`config.mk`:
```
export PLATFORM = sky130hd
export DESIGN_NAME = maxpool1d
export DESIGN_NICKNAME = d
export VERILOG_FILES = /design/src/rtl/cnn_pkg.sv /design/src/rtl/maxpool_lane.sv /design/src/rtl/maxpool1d.sv
export SDC_FILE = /design/constraint.sdc
export NUM_CORES = 1
export LEC_CHECK = 0
export CELL_PAD_IN_SITES_DETAIL_PLACEMENT = 0
export CELL_PAD_IN_SITES_GLOBAL_PLACEMENT = 1
export CORE_ASPECT_RATIO = 0.6
export CORE_MARGIN = 2
export CORE_UTILIZATION = 38
export DETAILED_ROUTE_END_ITERATION = 10
export PLACE_DENSITY = 0.75
export SETUP_SLACK_MARGIN = 0.15
export SLEW_MARGIN = 20
export SYNTH_ARGS = -nofsm -noshare
export SYNTH_HDL_FRONTEND = slang
export SYNTH_HIERARCHICAL = 1
export SYNTH_SLANG_ARGS = --single-unit
```
`constraint.sdc`:
```
create_clock -name clk -period 2.46 [get_ports clk]
set_input_delay 0.369 -clock clk [delete_from_list [all_inputs] [get_ports clk]]
set_output_delay 0.369 -clock clk [all_outputs]
set_load 0.03 [all_outputs]
```
`src/rtl/cnn_pkg.sv`:
```
// Shared CNN pipeline definitions: FSM state encodings, frame-geometry
// helpers and a signed maximum used by the pooling layers.
package cnn_pkg;

    typedef enum logic [2:0] {
        IDLE = 3'b000,
        ACC  = 3'b100,
        EMIT = 3'b101,
        DROP = 3'b110
    } state_e;

    // Widest channel word the signed-max helper can handle.
    localparam int unsigned MAX_DW = 64;

    // Number of complete pooling windows in a frame.
    function automatic int unsigned out_seq_of(input int unsigned in_seq,
                                               input int unsigned pool);
        return in_seq / pool;
    endfunction

    // Trailing samples that do not fill a whole window.
    function automatic int unsigned rem_of(input int unsigned in_seq,
                                           input int unsigned pool);
        return in_seq % pool;
    endfunction

    // Bits needed for a counter running 0..n-1 (at least one bit).
    function automatic int unsigned cnt_width(input int unsigned n);
        return (n < 2) ? 1 : $clog2(n);
    endfunction

    // Signed maximum on sign-extended operands; callers extend and truncate.
    function automatic logic signed [MAX_DW-1:0] smax(
        input logic signed [MAX_DW-1:0] a,
        input logic signed [MAX_DW-1:0] b
    );
        return (a > b) ? a : b;
    endfunction

endpackage

```
`src/rtl/maxpool_lane.sv`:
```
// One pooling channel: running signed maximum with load/compare enables and
// an optional ReLU clamp on the value presented to the output register.
module maxpool_lane
    import cnn_pkg::*;
#(
    parameter int unsigned DW   = 32,
    parameter bit          RELU = 1'b1
) (
    input  logic          clk,
    input  logic          RSTn,
    input  logic          i_load,
    input  logic          i_cmp,
    input  logic [DW-1:0] i_word,
    output logic [DW-1:0] o_pooled
);

    logic [DW-1:0] max_q;
    logic [DW-1:0] max_d;

    // Next running maximum: first word of a window loads, later words compete.
    always_comb begin
        max_d = max_q;
        if (i_load) begin
            max_d = i_word;
        end else if (i_cmp) begin
            max_d = DW'(smax(MAX_DW'(signed'(max_q)), MAX_DW'(signed'(i_word))));
        end
    end

    // Running-maximum register.
    always_ff @(posedge clk or negedge RSTn) begin
        if (!RSTn) begin
            max_q <= '0;
        end else begin
            max_q <= max_d;
        end
    end

    // ReLU clamp on negative results when enabled.
    always_comb begin
        o_pooled = max_q;
        if (RELU && max_q[DW-1]) begin
            o_pooled = '0;
        end
    end

endmodule

```
`src/rtl/maxpool1d.sv`:
```
// Channel-parallel 1D max-pooling stage with optional ReLU. Accumulates POOL
// samples per window across IN_CH lanes and emits one pooled sample per
// window over a stb/ack handshake; trailing samples of a frame are dropped.
module maxpool1d
    import cnn_pkg::*;
#(
    parameter int unsigned DW     = 32,
    parameter int unsigned IN_CH  = 4,
    parameter int unsigned IN_SEQ = 46,
    parameter int unsigned POOL   = 2,
    parameter int unsigned RELU   = 1
) (
    input  logic                clk,
    input  logic                RSTn,
    input  logic                i_EN,
    output logic                o_busy,
    input  logic [DW*IN_CH-1:0] i_data,
    input  logic                i_stb_in,
    output logic                o_ack_in,
    output logic [DW*IN_CH-1:0] o_data,
    output logic                o_stb_out,
    input  logic                i_ack_out
);

    localparam int unsigned OUT_SEQ = out_seq_of(IN_SEQ, POOL);
    localparam int unsigned REM     = rem_of(IN_SEQ, POOL);
    localparam int unsigned WCW     = cnt_width(POOL);
    localparam int unsigned OCW     = cnt_width(OUT_SEQ + 1);

    localparam logic [WCW-1:0] WIN_LAST  = WCW'(POOL - 1);
    localparam logic [WCW-1:0] DROP_LAST = WCW'((REM == 0) ? 0 : REM - 1);
    localparam logic [OCW-1:0] OUT_LAST  = OCW'(OUT_SEQ - 1);

    state_e               state_q,   state_d;
    logic [WCW-1:0]       win_cnt_q, win_cnt_d;
    logic [OCW-1:0]       out_cnt_q, out_cnt_d;
    logic                 ack_q,     ack_d;
    logic                 stb_q,     stb_d;
    logic [DW*IN_CH-1:0]  data_q,    data_d;

    logic                 in_xfer;
    logic                 lane_load;
    logic                 lane_cmp;
    logic [DW*IN_CH-1:0]  pooled;

    assign in_xfer   = i_stb_in && ack_q;
    assign o_busy    = (state_q != IDLE);
    assign o_ack_in  = ack_q;
    assign o_stb_out = stb_q;
    assign o_data    = data_q;

    for (genvar g = 0; g < IN_CH; g++) begin : g_lane
        maxpool_lane #(
            .DW   (DW),
            .RELU (RELU != 0)
        ) u_lane (
            .clk      (clk),
            .RSTn     (RSTn),
            .i_load   (lane_load),
            .i_cmp    (lane_cmp),
            .i_word   (i_data[g*DW +: DW]),
            .o_pooled (pooled[g*DW +: DW])
        );
    end

    // State, counter and handshake registers.
    always_ff @(posedge clk or negedge RSTn) begin
        if (!RSTn) begin
            state_q   <= IDLE;
            win_cnt_q <= '0;
            out_cnt_q <= '0;
            ack_q     <= 1'b0;
            stb_q     <= 1'b0;
            data_q    <= '0;
        end else begin
            state_q   <= state_d;
            win_cnt_q <= win_cnt_d;
            out_cnt_q <= out_cnt_d;
            ack_q     <= ack_d;
            stb_q     <= stb_d;
            data_q    <= data_d;
        end
    end

    // Next-state logic: frame start, window completion, emit and drop phases.
    always_comb begin
        state_d = state_q;
        case (state_q)
            IDLE: if (i_EN) state_d = ACC;
            ACC:  if (in_xfer && (win_cnt_q == WIN_LAST)) state_d = EMIT;
            EMIT: begin
                if (!stb_q) begin
                    if (out_cnt_q == OUT_LAST) begin
                        state_d = (REM > 0) ? DROP : IDLE;
                    end else begin
                        state_d = ACC;
                    end
                end
            end
            DROP: if (in_xfer && (win_cnt_q == DROP_LAST)) state_d = IDLE;
            default: state_d = IDLE;
        endcase
    end

    // Datapath controls: counters, lane enables, input ack and output register.
    always_comb begin
        win_cnt_d = win_cnt_q;
        out_cnt_d = out_cnt_q;
        ack_d     = 1'b0;
        stb_d     = stb_q;
        data_d    = data_q;
        lane_load = 1'b0;
        lane_cmp  = 1'b0;
        case (state_q)
            IDLE: begin
                win_cnt_d = '0;
                out_cnt_d = '0;
            end
            ACC: begin
                ack_d = !in_xfer;
                if (in_xfer) begin
                    lane_load = (win_cnt_q == '0);
                    lane_cmp  = (win_cnt_q != '0);
                    win_cnt_d = (win_cnt_q == WIN_LAST) ? '0 : win_cnt_q + 1'b1;
                end
            end
            EMIT: begin
                if (!stb_q) begin
                    data_d    = pooled;
                    stb_d     = 1'b1;
                    out_cnt_d = out_cnt_q + 1'b1;
                end
            end
            DROP: begin
                ack_d = !in_xfer;
                if (in_xfer) begin
                    win_cnt_d = (win_cnt_q == DROP_LAST) ? '0 : win_cnt_q + 1'b1;
                end
            end
            default: ;
        endcase
        // Output ack is applied last; a load only happens with stb_q low, so
        // it never collides with this clear.
        if (stb_q && i_ack_out) begin
            stb_d = 1'b0;
        end
    end

endmodule

```
==> results of run 1 <==
[registers in the layout (all words and copies together) (netlist names)]
name                 cells
g_lane.u_lane/max_q    128
win_cnt_q                1
o_stb_out                1
state_q                  2
out_cnt_q                5
o_ack_in                 1
o_data                 128
[cell usage in the layout (no fill, tap or decap), drive strengths merged, types with 4 or more instances in the layout]
cell type      count
a211oi             4
a21o               8
a21oi             48
a22oi              4
a32oi              4
and3b              6
buf              100
clkbuf            44
clkdlybuf4s50    261
conb               4
dfrtp            266
ha               130
inv              140
mux2             129
nand2            433
nand2b             5
nand3              6
nand4             26
nor2              25
nor2b            121
nor3              16
nor4               8
o21ai             25
o22ai              8
o311ai             4
o31ai              4
[timing repair]
item	in CTS	in global routing
gates cloned	5	2
hold buffers	1	0
buffers inserted	20	5
pin swaps	24	24
setup endpoints to repair	129	129
gates resized for setup	61	36
hold endpoints to repair	57	0
[cell usage after synthesis (5+ instances only)]
cell / n / area (µm²)
nor2_1: 25 / 93.8
nand2_1: 392 / 1470
nor3_1: 16 / 80.1
mux2_4: 120 / 1800
a21oi_1: 48 / 240
nand3_1: 6 / 30.0
nand4_1: 22 / 138
buf_4: 5 / 37.5
o22ai_1: 8 / 50.1
buf_8: 20 / 300
dfrtp_1: 266 / 6660
clkbuf_1: 18 / 67.6
and3b_1: 6 / 52.6
o21ai_0: 21 / 105
ha_1: 130 / 1630
mux2_2: 9 / 101
a21o_1: 8 / 60.1
nand2_2: 41 / 257
nor4_2: 8 / 100
buf_2: 9 / 45.0
inv_1: 139 / 522
nand2b_1: 5 / 31.3
nor2b_1: 121 / 757
[layer usage]
layer	track usage, %	wire [µm]	part of all wire [%]
met1	26.4	18900	48
met2	30.9	18100	46
met3	3.52	1630	4.1
met4	4.06	770	2.0
met5	0	13	0.033
[kinds of logic after synthesis]
kind of cell    synth area share [%]
buf+inv                         7.06
compound gates                  4.88
fa+ha+maj                       10.7
other cells                   0.0991
mux                             12.8
flops                           44.0
simple gates                    20.5
[power by group]
group	internal (mW)	switching, mW	leakage, nW
clock	2.61	1.79	0.460
sequential	6.34	1.46	3.30
combinational	8.17	7.29	6.20
[cell type report]
class,count,area [µm²]
fillers,3523,18600
multi-input cells,1028,8000
flip-flops and latches,266,6660
repair buffers,365,3790
clock buffers,41,821
well taps,522,653
inverters,139,522
clock inverters,7,114
diodes,3,7.51
[stage by stage]
stage	utilization, %	cell area, µm²	power, mW
floorplan	-	15200	17.5
global placement	47.5	18600	21.4
detailed placement	47.5	18600	21.7
CTS	51.7	20300	27.5
global route	52.5	20600	29.7
finish	52.5	20600	27.7
[tightest hold or removal path: cells and delay by family]
kind / cells / cell delay (ns)
buffers and inverters: 2 / 0.44
AO/OA/AOI/OAI: 1 / 0.06
[path summary, 6_finish.rpt]
| check | cells past startpoint | slack [ns] | end | startpoint |
|---|---|---|---|---|
| worst min-delay path | 3 | 0.36 | state_q[2] | i_EN |
| worst max-delay path | 10 | 0.01 | g_lane[2].u_lane/max_q[28] | g_lane[2].u_lane/max_q[13] |
| worst max register to register | 10 | 0.01 | g_lane[2].u_lane/max_q[28] | g_lane[2].u_lane/max_q[13] |
| max in group asynchronous | 3 | 1.33 | o_data[27] | RSTn |
| min in group asynchronous | 2 | 0.37 | o_data[107] | RSTn |
| worst min register to register | 2 | 0.47 | o_data[60] | o_data[60] |
==> metrics, run 1 <==
Slew Viols, Final=0; Synth cell types=42; final worst path period share=99.6%; clk slew on worst S/H paths=0.06 ns; Worst path slowest cell=dfrtp_1; Fmax achieved=408 MHz; clock root cell=clkbuf_16; setup TNS=0 ns; maximum vdd drop=0.474 mV; drt wl/cell=16.6 µm; Routed Antenna Nets=0; hold crit path type=in -> reg; unrepaired setup endpoints after global routing=true; initial antenna violation count=4; initial core utilization=38.7%; first-pass GRT wire length=62.6 mm; top_reg_cell synth=dfrtp_1; TritonCTS Buffers=29; Area growth syn-to-layout=35.8%; number of synthesized flops with an enable pin=0; WP data required=2.90 ns; Inst Count DP=2,287; port buffer count=263; WP data arrival=2.89 ns; Slew Limit Headroom=64.2%; 1st-pass router iterations=4; synthesis-stage register bit count=266; final std cells w/o fill=2,371; number of top-level pins=264; All-Layer GR Usage=19.0%; Die X=262 µm; largest net degree at the start of global routing=73; die area=41,500 µm²; Async SR Flop Fraction=100%; CTS sink cnt=266; slowest stage delay, CP=0.42 ns; Starting DRT DRC Count=490; TritonCTS clock tree=done; routed vias/inst=4.71; crit path cell chain=ha_4, nand4_4, buf_6, nor3_1, nor4_2, a32oi_2, o31ai_4, buf_6, clkbuf_16, mux2_4; Setup-failing EPs final=0; vias in the first global route=11,600; vias=11,200; share of post-route cells with drive strength above 1=21.1%; Final nets=2,092; htree depth=1; mean post-synth cell area=10.1 µm²; Fin. Hold Viols=0; Placement Setup Slack=-0.636 ns; Final Skew=0.0152 ns; min cycle time layout=2.45 ns; sequential cell area fraction in the yosys report=44.0%; yosys warns=6; CP dominant cell by count=buf_6; Clock Tree Buf Depth=3; hold_ws=0.359 ns; core area=39,200 µm²; Syn Inst Count=1,492; Worst Tran Pin Value=0.537 ns; min setup slack post-route=0.00960 ns; Leakage=9.96 nW; Placer Congestion=0.795; # rows=56; Top delay family on crit path=compound AO/OA/AOI/OAI gates; status=finished clean; hpwl dp=27.8 mm; Die H=159 µm; Cell Area, Synth=15,100 µm²; Syn Nets=1,755; CP bufs+invs=3; Critical Path Start Type=flip-flop; Power Dens Cells=1350 nW/µm²; DRC=0; clk_lat worst skew=0.55 ns; Setup CP Type=reg -> reg; crit path max fanout=7; max-cap viol count=0; Post-Route WL=39.4 mm; CP Capture Type=flip-flop; Remaining Overflow, GRT=0
Power figures use the tool's default switching activity.
==> inputs of run 2 (changes only) <==
--- a/config.mk
+++ b/config.mk
@@ -5,11 +5,12 @@
 export SDC_FILE = /design/constraint.sdc
 export NUM_CORES = 1
 export LEC_CHECK = 0
+export ABC_AREA = 1
 export CELL_PAD_IN_SITES_DETAIL_PLACEMENT = 0
 export CELL_PAD_IN_SITES_GLOBAL_PLACEMENT = 1
 export CORE_ASPECT_RATIO = 0.6
 export CORE_MARGIN = 2
-export CORE_UTILIZATION = 38
+export CORE_UTILIZATION = 37
 export DETAILED_ROUTE_END_ITERATION = 10
 export PLACE_DENSITY = 0.75
 export SETUP_SLACK_MARGIN = 0.15
==> run 2 against run 1 <==
  * Non-clock buffer count shrank 4
  * Largest cell class unchanged
  * Highest routed layer is now met4
  * Register-to-register slack gained 0.27 ns
  * Clock-buffer cell count grew 1
  * Die area grew 13%
  * Sequential power shrank 5.8%
  * Critical path type unchanged
==> metrics, run 2 <==
status=finished clean; initial antenna violation count=0 (-4); Critical Path Start Type=flip-flop; Async SR Flop Fraction=100% (unchanged); Clk pwr share=17.9% (+2.0 points); Remaining Overflow, GRT=0 (unchanged); share of post-route cells with drive strength above 1=19.2% (-2.0 points); most common cell after layout, fill and taps aside=nand2_1; initial core utilization=37.3% (-1.3 points); yosys warns=6 (unchanged); Starting DRT DRC Count=651 (+33%); final worst path period share=88.8% (-11 points); Die H=168 µm (+6.2%); Inst Count DP=2,880 (+26%); count leader, synth=nand2_1; crit path max fanout=10 (+3); sequential cell area fraction in the yosys report=39.9% (-4.1 points); Area growth syn-to-layout=27.3%; Fmax achieved=458 MHz (+12%); Worst path depth=13 (+3); Die X=278 µm (+6.3%); first-pass GRT wire length=71.6 mm (+14%); unrepaired setup endpoints after global routing=false; clk slew on worst S/H paths=0.06 ns (about the same); Final nets=2,586 (+24%); crit path cell chain=ha_1, nand2_1, nor2_1, nand4_2, nor2_4, nand2_2, nand2_1, nand2_2, nand3_4, nand2_8, buf_12, nand3_2, nand2_2; Final Skew=0.00941 ns (-0.00577 ns); Leakage=11.3 nW (+14%); DRC=0 (unchanged); leading area contributor after synthesis=dfrtp_1; number of top-level pins=264 (unchanged); Placer Congestion=0.820 (+3.2%); design area=21,200 µm² (+3.3%); busiest grt layer=met2; Cell Area, Synth=16,700 µm² (+10%); CP Capture Type=flip-flop; Placed Area=20,300 µm² (+9.2%); Slew Limit Headroom=57.8% (-6.4 points); M2 GR Usage=30.2% (-0.70 points); # rows=60 (+7.1%); htree depth=1 (unchanged); routed vias/inst=4.63 (-1.8%); met3 usage=3.11% (-0.41 points); CP bufs+invs=1 (-2); final design utilization=47.6% (-4.9 points); Power Dens Cells=1130 nW/µm² (-16%); core area=44,700 µm² (+14%); TritonCTS clock tree=done; Clock Tree Buf Depth=3 (unchanged); Int Pwr=13.5 mW (-21%); most frequent cells in the layout=nand2_1 (539), inv_1 (291), dfrtp_1 (266); Worst Tran Pin Value=0.633 ns (+0.0964 ns); Top delay family on crit path=simple AND/OR/NAND/NOR gates; Slew Viols, Final=0 (unchanged); All-Layer GR Usage=18.7% (-0.27 points); clk_lat worst skew=0.57 ns (+0.02 ns); switching power=10.4 mW (-1.1%); Post-Route WL=44.0 mm (+12%); Setup-failing EPs final=0 (unchanged); sequential share of power=30.7% (+2.5 points); Setup CP Type=reg -> reg; CP dominant cell by count=nand2_2; Comb pwr share=51.3% (-4.6 points); met1 usage=26.5% (+0.13 points); mean post-synth cell area=8.23 µm² (-19%); Routed Antenna Nets=0 (unchanged); Synth cell types=33 (-21%); largest net degree at the start of global routing=134 (+84%); TritonCTS Buffers=29 (unchanged); Syn Nets=2,290 (+30%); min cycle time layout=2.18 ns (-0.266 ns); slowest stage delay, CP=0.41 ns (about the same); reg2reg path depth=13 (+3); top post-synthesis cells by count=nand2_1 (539), inv_1 (294), dfrtp_1 (266), nor2_1 (157), nand3_1 (150); clock root cell=clkbuf_16; hpwl dp=31.5 mm (+13%); Worst path slowest cell=dfrtp_1; Syn Inst Count=2,027 (+36%); WP data required=2.91 ns (about the same); number of synthesized flops with an enable pin=0 (unchanged); top_reg_cell synth=dfrtp_1; Pwr Total=23.9 mW (-14%); vias in the first global route=13,600 (+17%); Fin. Hold Viols=0 (unchanged); area share of the largest cell type after synthesis=39.9% (-4.1 points); vias=13,600 (+21%); final std cells w/o fill=2,931 (+24%); CTS sink cnt=266 (unchanged); 1st-pass router iterations=5 (+1); switching share of power=43.6% (+5.5 points); max-cap viol count=0 (unchanged); port buffer count=263 (unchanged); synthesis-stage register bit count=266 (unchanged); largest cells by area after synthesis=dfrtp_1 (40%), nand2_1 (12%), ha_1 (9.8%); hold crit path type=in -> async; maximum vdd drop=0.485 mV (+2.3%); die area=46,900 µm² (+13%); WP data arrival=2.64 ns (-0.25 ns); drt wl/cell=15.0 µm (-9.7%); Antenna diodes=0 (-3)
==> run 2: changes by cell type in the layout (fill, tap and decap cells not counted), moves of 121 or more <==
cell and delta:
inv_1 +152, mux2_4 -126, nand2_1 +148, nand3_1 +144
nand3_2 +124, nor2_1 +131, nor2b_1 -121
==> run 2: logic make-up after synthesis <==
group	after synthesis	share of synthesized area, %
other cells	4	0.0900
fa+ha+maj	130	9.75
simple gates	1144	35.6
flops	266	39.9
compound gates	88	2.97
buf+inv	395	11.7
==> run 2: power groups by stage <==
stage | clock network (mW) | registers [mW] | logic, mW
2_1_floorplan | 0 | 8.77 | 6.58
3_3_place_gp | 0 | 7.37 | 12.1
3_5_place_dp | 0 | 7.42 | 12.4
4_1_cts | 4.46 | 7.36 | 12.4
5_1_grt | 4.61 | 7.57 | 13.6
6_report | 4.28 | 7.35 | 12.3
==> run 2: final cells by class <==
cell class	count	area, µm²
repair buffers	361	3740
flip-flops and latches	266	6660
fillers	4306	23400
clock inverters	8	67.6
clock buffers	42	835
well taps	589	737
multi-input cells	1366	8080
inverters	299	1120
==> run 2: path summary, 6_finish.rpt <==
| path | startpoint | end | slack [ns] |
|---|---|---|---|
| worst max-delay path | g_lane[0].u_lane/max_q[23] | g_lane[0].u_lane/max_q[0] | 0.28 |
| worst min-delay path | RSTn | o_data[54] | 0.34 |
| worst max register to register | g_lane[0].u_lane/max_q[23] | g_lane[0].u_lane/max_q[0] | 0.28 |
| worst min register to register | o_data[44] | o_data[44] | 0.47 |
| max in group asynchronous | RSTn | out_cnt_q[2] | 1.38 |
| min in group clk | i_ack_out | o_stb_out | 0.36 |
==> run 2: metal layers <==
layer  vias up  wire, µm
met5         -         0
met4         0       971
met3        57      1700
met2       201     19500
met1      6431     21800
li1       6873         -
==> run 2: per-stage QoR <==
stage | hold WS, ns | setup TNS (ns) | worst slack (ns)
detailed placement | 0.341 | -16.99 | -0.179
CTS | 0.317 | 0 | 0.267
global route | 0.334 | 0 | 0.175
floorplan | 0.0734 | 0 | 0.191
finish | 0.342 | 0 | 0.275
global placement | 0.338 | -13.18 | -0.137
==> run 2: timing repair <==
action,4_1_cts,5_1_grt
setup buffers,0,0
endpoints found under the setup margin,1,0
hold buffers,1,0
resized for setup,1,0
hold endpoints to repair,44,0
==> RTL change 1, RTL diff (config.mk and constraints of run 2) <==
`RELU` is set to 1 in 2 places; all go to 0.
--- a/src/rtl/maxpool_lane.sv
+++ b/src/rtl/maxpool_lane.sv
@@ -4,7 +4,7 @@
     import cnn_pkg::*;
 #(
     parameter int unsigned DW   = 32,
-    parameter bit          RELU = 1'b1
+    parameter bit          RELU = 1'b0
 ) (
     input  logic          clk,
     input  logic          RSTn,
--- a/src/rtl/maxpool1d.sv
+++ b/src/rtl/maxpool1d.sv
@@ -8,7 +8,7 @@
     parameter int unsigned IN_CH  = 4,
     parameter int unsigned IN_SEQ = 46,
     parameter int unsigned POOL   = 2,
-    parameter int unsigned RELU   = 1
+    parameter int unsigned RELU   = 0
 ) (
     input  logic                clk,
     input  logic                RSTn,
Check against the original RTL: not equivalent (a bounded check fails within 10 cycles, from zero or initial values and one cycle with RSTn low).
==> RTL change 1 against run 2 <==
Wire length is 0.15% lower. Register-to-register slack worse by 0.03 ns. Sequential cell count stayed put. Die area is 7.9% lower. Total power is 6.9% lower. Setup slack worse by 0.044 ns. Via count is 7.7% lower. Clock skew is 0.0043 ns higher. Non-clock buffer count is 3 higher. Combinational power is 14% lower. Count of clock-buffer cells in the layout stayed put. Design area is 4.6% lower. Area after synthesis is 8.1% lower. Critical endpoint is now o_stb_out. Largest power group unchanged.
==> RTL change 1: results (changes against run 2) <==
synthesized-area fraction occupied by adder cells 10.6% (was 9.75%); GPL Wtd Cong 0.824 (was 0.820); Cell Area, Placed 18900 um2 (was 20300 um2); Critical Path End o_stb_out (was g_lane[0].u_lane/max_q[0]); Synth Area per Inst 8.70 um2 (was 8.23 um2); DP Worst Slack -0.228 ns (was -0.179 ns); DP HPWL 31400 um (was 31500 um); R2R Path End g_lane[2].u_lane/o_pooled[7] (was g_lane[0].u_lane/max_q[0]); M2 GR Usage 31.3% (was 30.2%); WL/cell 16.7 um (was 15.0 um); worst slew pin tran 0.668 ns (was 0.633 ns); met3 routed WL 2030 um (was 1700 um); Syn. warnings 6 (unchanged); crit-path max FO 5 (was 10); cell family with most CP delay buffers and inverters (was simple AND/OR/NAND/NOR gates); post-placement cell count 2559 (was 2880); CP arrival 1.86 ns (was 2.64 ns); Compound-Gate Fraction of Synth Area 3.20% (was 2.97%); Synth top cells by count 651 x nand2_1, 266 x dfrtp_1, 162 x inv_1 (was 539 x nand2_1, 294 x inv_1, 266 x dfrtp_1); NumNets Final 2341 (was 2586); GRT Total Usage 20.5% (was 18.7%); initial DRC count 728 (was 651); M1 WL 22100 um (was 21800 um); flop2flop setup slack 0.25 ns (was 0.28 ns); CTS Buf Count 29 (unchanged); largest net degree at the start of global routing 82 (was 134); CTS Root Cell clkbuf_16 (unchanged); Met2 Routed Length 19000 um (was 19500 um); CP startpoint o_stb_out (was g_lane[0].u_lane/max_q[23]); number of distinct library cells after synthesis 31 (was 33); ys flop type dfrtp_1 (unchanged); Worst Reg-to-Reg Cells 11 (was 13); met3 Usage GRT 3.47% (was 3.11%); vias in the first global route 12.6k (was 13.6k); CP max-delay cell clkdlybuf4s50_1 (was dfrtp_1); largest cells by area after synthesis dfrtp_1 43%, nand2_1 16%, ha_1 11% (was dfrtp_1 40%, nand2_1 12%, ha_1 9.8%); Post-Synth XOR/XNOR Area 0% (unchanged); layout cell share with drive strength beyond 1 17.5% (was 19.2%); Vias/cell 4.75 (was 4.63); fin crit share 90.6% (was 88.8%); Leakage 10.7 nW (was 11.3 nW); global-route wire length before repair 70300 um (was 71600 um); status completed (unchanged); Routed WL 43900 um (was 44000 um); Worst VDD drop 0.521 mV (was 0.485 mV); Max stage delay on crit path 0.74 ns (was 0.41 ns); hold_ws 0.383 ns (was 0.342 ns); Fin Clk Skew 0.0137 ns (was 0.00941 ns); initial antenna violation count 2 (was 0); fillers 3798 (was 4306)
RTL change 1: cell count changes in the layout (fill, tap and decap cells not counted), moves of 11 or more:
cell	change
nor2_1	-126
nand2_1	+108
inv_1	-129
inv_2	+11
nand2_2	-109
RTL change 1: kinds of logic (layout without fill, tap and decap cells):
family,count (synthesis),after routing
buf+inv,259,596
compound gates,88,88
flops,266,266
other cells,0,2
fa+ha+maj,130,130
simple gates,1020,1020
RTL change 1: layout make-up:
cell class,instances,area share [%]
antenna,2,0.0247
clock buffer,42,4.27
clock inverter,11,0.531
inverter,179,3.33
multi-input combinational,1238,36.9
sequential,266,32.8
tap,531,3.28
timing repair buffer,364,18.9
RTL change 1: power by group:
| part | switching [mW] | total [mW] | internal [mW] |
|---|---|---|---|
| clock | 1.88 | 4.51 | 2.63 |
| combinational | 6.10 | 10.6 | 4.52 |
| sequential | 1.28 | 7.12 | 5.85 |
==> RTL change 2, RTL diff (settings of run 2) <==
Without the edit above. Re-encode `state_e` (4 states) as one-hot, 4 bits wide.
--- a/src/rtl/cnn_pkg.sv
+++ b/src/rtl/cnn_pkg.sv
@@ -2,11 +2,11 @@
 // helpers and a signed maximum used by the pooling layers.
 package cnn_pkg;
 
-    typedef enum logic [2:0] {
-        IDLE = 3'b000,
-        ACC  = 3'b100,
-        EMIT = 3'b101,
-        DROP = 3'b110
+    typedef enum logic [3:0] {
+        IDLE = 4'b0001,
+        ACC  = 4'b0010,
+        EMIT = 4'b0100,
+        DROP = 4'b1000
     } state_e;
 
     // Widest channel word the signed-max helper can handle.
Function: no difference found for any inputs over 4 cycles, from zero or initial values and one cycle with RSTn low; so few cycles prove little.
==> RTL change 2 against run 2 <==
Final cell count is 0.38% higher. Clock skew shrank 0.0010 ns. Sequential cell count rose by 1. Design area up 1.0%. Maximum frequency up 0.54%. Setup slack improved by 0.012 ns. Wire length up 0.48%. Area after synthesis increased by 0.90%. First-iteration DRC count up 2.0%. Via count is 1.1% higher.
Power is not compared: it rests on default switching activity, and its combinational part moved more than twofold at a synthesized area within 25%.
==> RTL change 2: results (changes against run 2) <==
diodes inserted 0 (unchanged); cell family with most CP delay buffers and inverters (was simple AND/OR/NAND/NOR gates); CTS Buf Count 30 (was 29); CTS Root Cell clkbuf_16 (unchanged); Fin Clk Skew 0.00839 ns (was 0.00941 ns); CP max-delay cell clkdlybuf4s50_1 (was dfrtp_1); Synth top cells by count 553 x nand2_1, 291 x inv_1, 266 x dfrtp_1 (was 539 x nand2_1, 294 x inv_1, 266 x dfrtp_1); ys flop type dfrtp_1 (unchanged); Synth async-reset ratio 100% (unchanged); crit-path max FO 3 (was 10); CP arrival 1.80 ns (was 2.64 ns); DP HPWL 31300 um (was 31500 um); NumNets Final 2595 (was 2586); Worst VDD drop 0.366 mV; Max stage delay on crit path 0.73 ns (was 0.41 ns); fillers 4344 (was 4306); Slew HR 65.8% (was 57.8%); Vias/cell 4.66 (was 4.63); # DRC 0 (unchanged); vias in the first global route 14.3k (was 13.6k); Leakage 11.4 nW; Final Power 16.3 mW; status completed (unchanged); Syn. warnings 6 (unchanged); drt first pass iters 4 (was 5); initial DRC count 664 (was 651); Synth Net Count 2310 (was 2290); Clk Latency, worst-skew pair 0.58 ns; H-Tree Depth 1 (unchanged); post-synthesis sequential area ratio 39.7% (was 39.9%); number of distinct library cells after synthesis 36 (was 33); initial antenna violation count 1 (was 0); GPL Wtd Cong 0.804 (was 0.820); GRT Total Usage 19.1% (was 18.7%); port bufs 263 (unchanged); area share of the largest cell type after synthesis 39.5% (was 39.9%); Routed WL 44200 um (was 44000 um); largest buffer count on any clock path 3 (unchanged); layout cell share with drive strength beyond 1 19.3% (was 19.2%); Worst-path clk slew 0.06 ns (about the same); largest net degree at the start of global routing 106 (was 134); largest cells by area after synthesis dfrtp_1 40%, nand2_1 12%, ha_1 9.7% (was dfrtp_1 40%, nand2_1 12%, ha_1 9.8%); Worst Hold Class input port to async pin (unchanged); number of post-CTS setup repair buffers 0 (unchanged); global-route wire length before repair 74100 um (was 71600 um)
[RTL change 2: path summary, 6_finish.rpt]
path / from / end / slack (ns) / cells past startpoint
worst max-delay path: o_stb_out / o_stb_out / 0.29 / 1
worst min-delay path: RSTn / o_data[52] / 0.28 / 2
worst max register to register: g_lane[3].u_lane/max_q[23] / g_lane[3].u_lane/max_q[14] / 0.35 / 13
worst min register to register: o_data[75] / o_data[75] / 0.47 / 2
max in group asynchronous: RSTn / g_lane[2].u_lane/max_q[10] / 1.48 / 3
min in group clk: i_ack_out / o_stb_out / 0.35 / 2
[RTL change 2: timing repair]
item / in CTS / in global routing
cloned: 0 / 1
endpoints found under the hold margin: 30 / 0
hold buffers: 1 / 0
pin swaps: 0 / 1
setup endpoints to repair: 1 / 129
gates resized for setup: 1 / 7
[RTL change 2: logic make-up after synthesis]
group,count (synthesis),share of synthesized area (%)
and+or+nand+nor,1169,36.1
buffers and inverters,393,11.7
DFF,267,39.7
adders and majority gates,130,9.66
AOI/OAI and AO/OA,83,2.77
other,4,0.0892
xor gates and xnor gates,1,0.0520
[RTL change 2: cell type report]
type                       instances  area share [%]
inverter                         296            5.19
clock inverter                    16           0.985
timing repair buffer             349            16.9
clock buffer                      37            4.00
multi-input combinational       1388            38.3
tap                              589            3.43
sequential                       267            31.1
[RTL change 2: metrics by stage]
step / utilization [%] / cells / setup TNS [ns] / instance area (um2) / setup WS, ns
after floorplan: - / 2047 / 0 / 16800 / 0.394
after global placement: 45.4 / 2887 / -14.31 / 20400 / -0.156
after detailed placement: 45.4 / 2887 / -18.27 / 20400 / -0.188
after CTS: 47.8 / 2941 / 0 / 21400 / 0.203
after global routing: 47.9 / 2942 / 0 / 21500 / 0.176
final: 47.9 / 2942 / 0 / 21500 / 0.287
[RTL change 2: per-layer routing]
layer	track usage [%]	wire (um)
met1	26.5	21900
met2	31.3	19800
met3	3.47	1660
met4	3.88	867
met5	0	11
[RTL change 2: power by group]
group / switching, mW / total, mW / leakage [nW] / internal (mW)
combinational: 3.17 / 5.55 / 7.23 / 2.38
clock: 1.97 / 4.95 / 0.535 / 2.98
sequential: 0.701 / 5.80 / 3.65 / 5.10
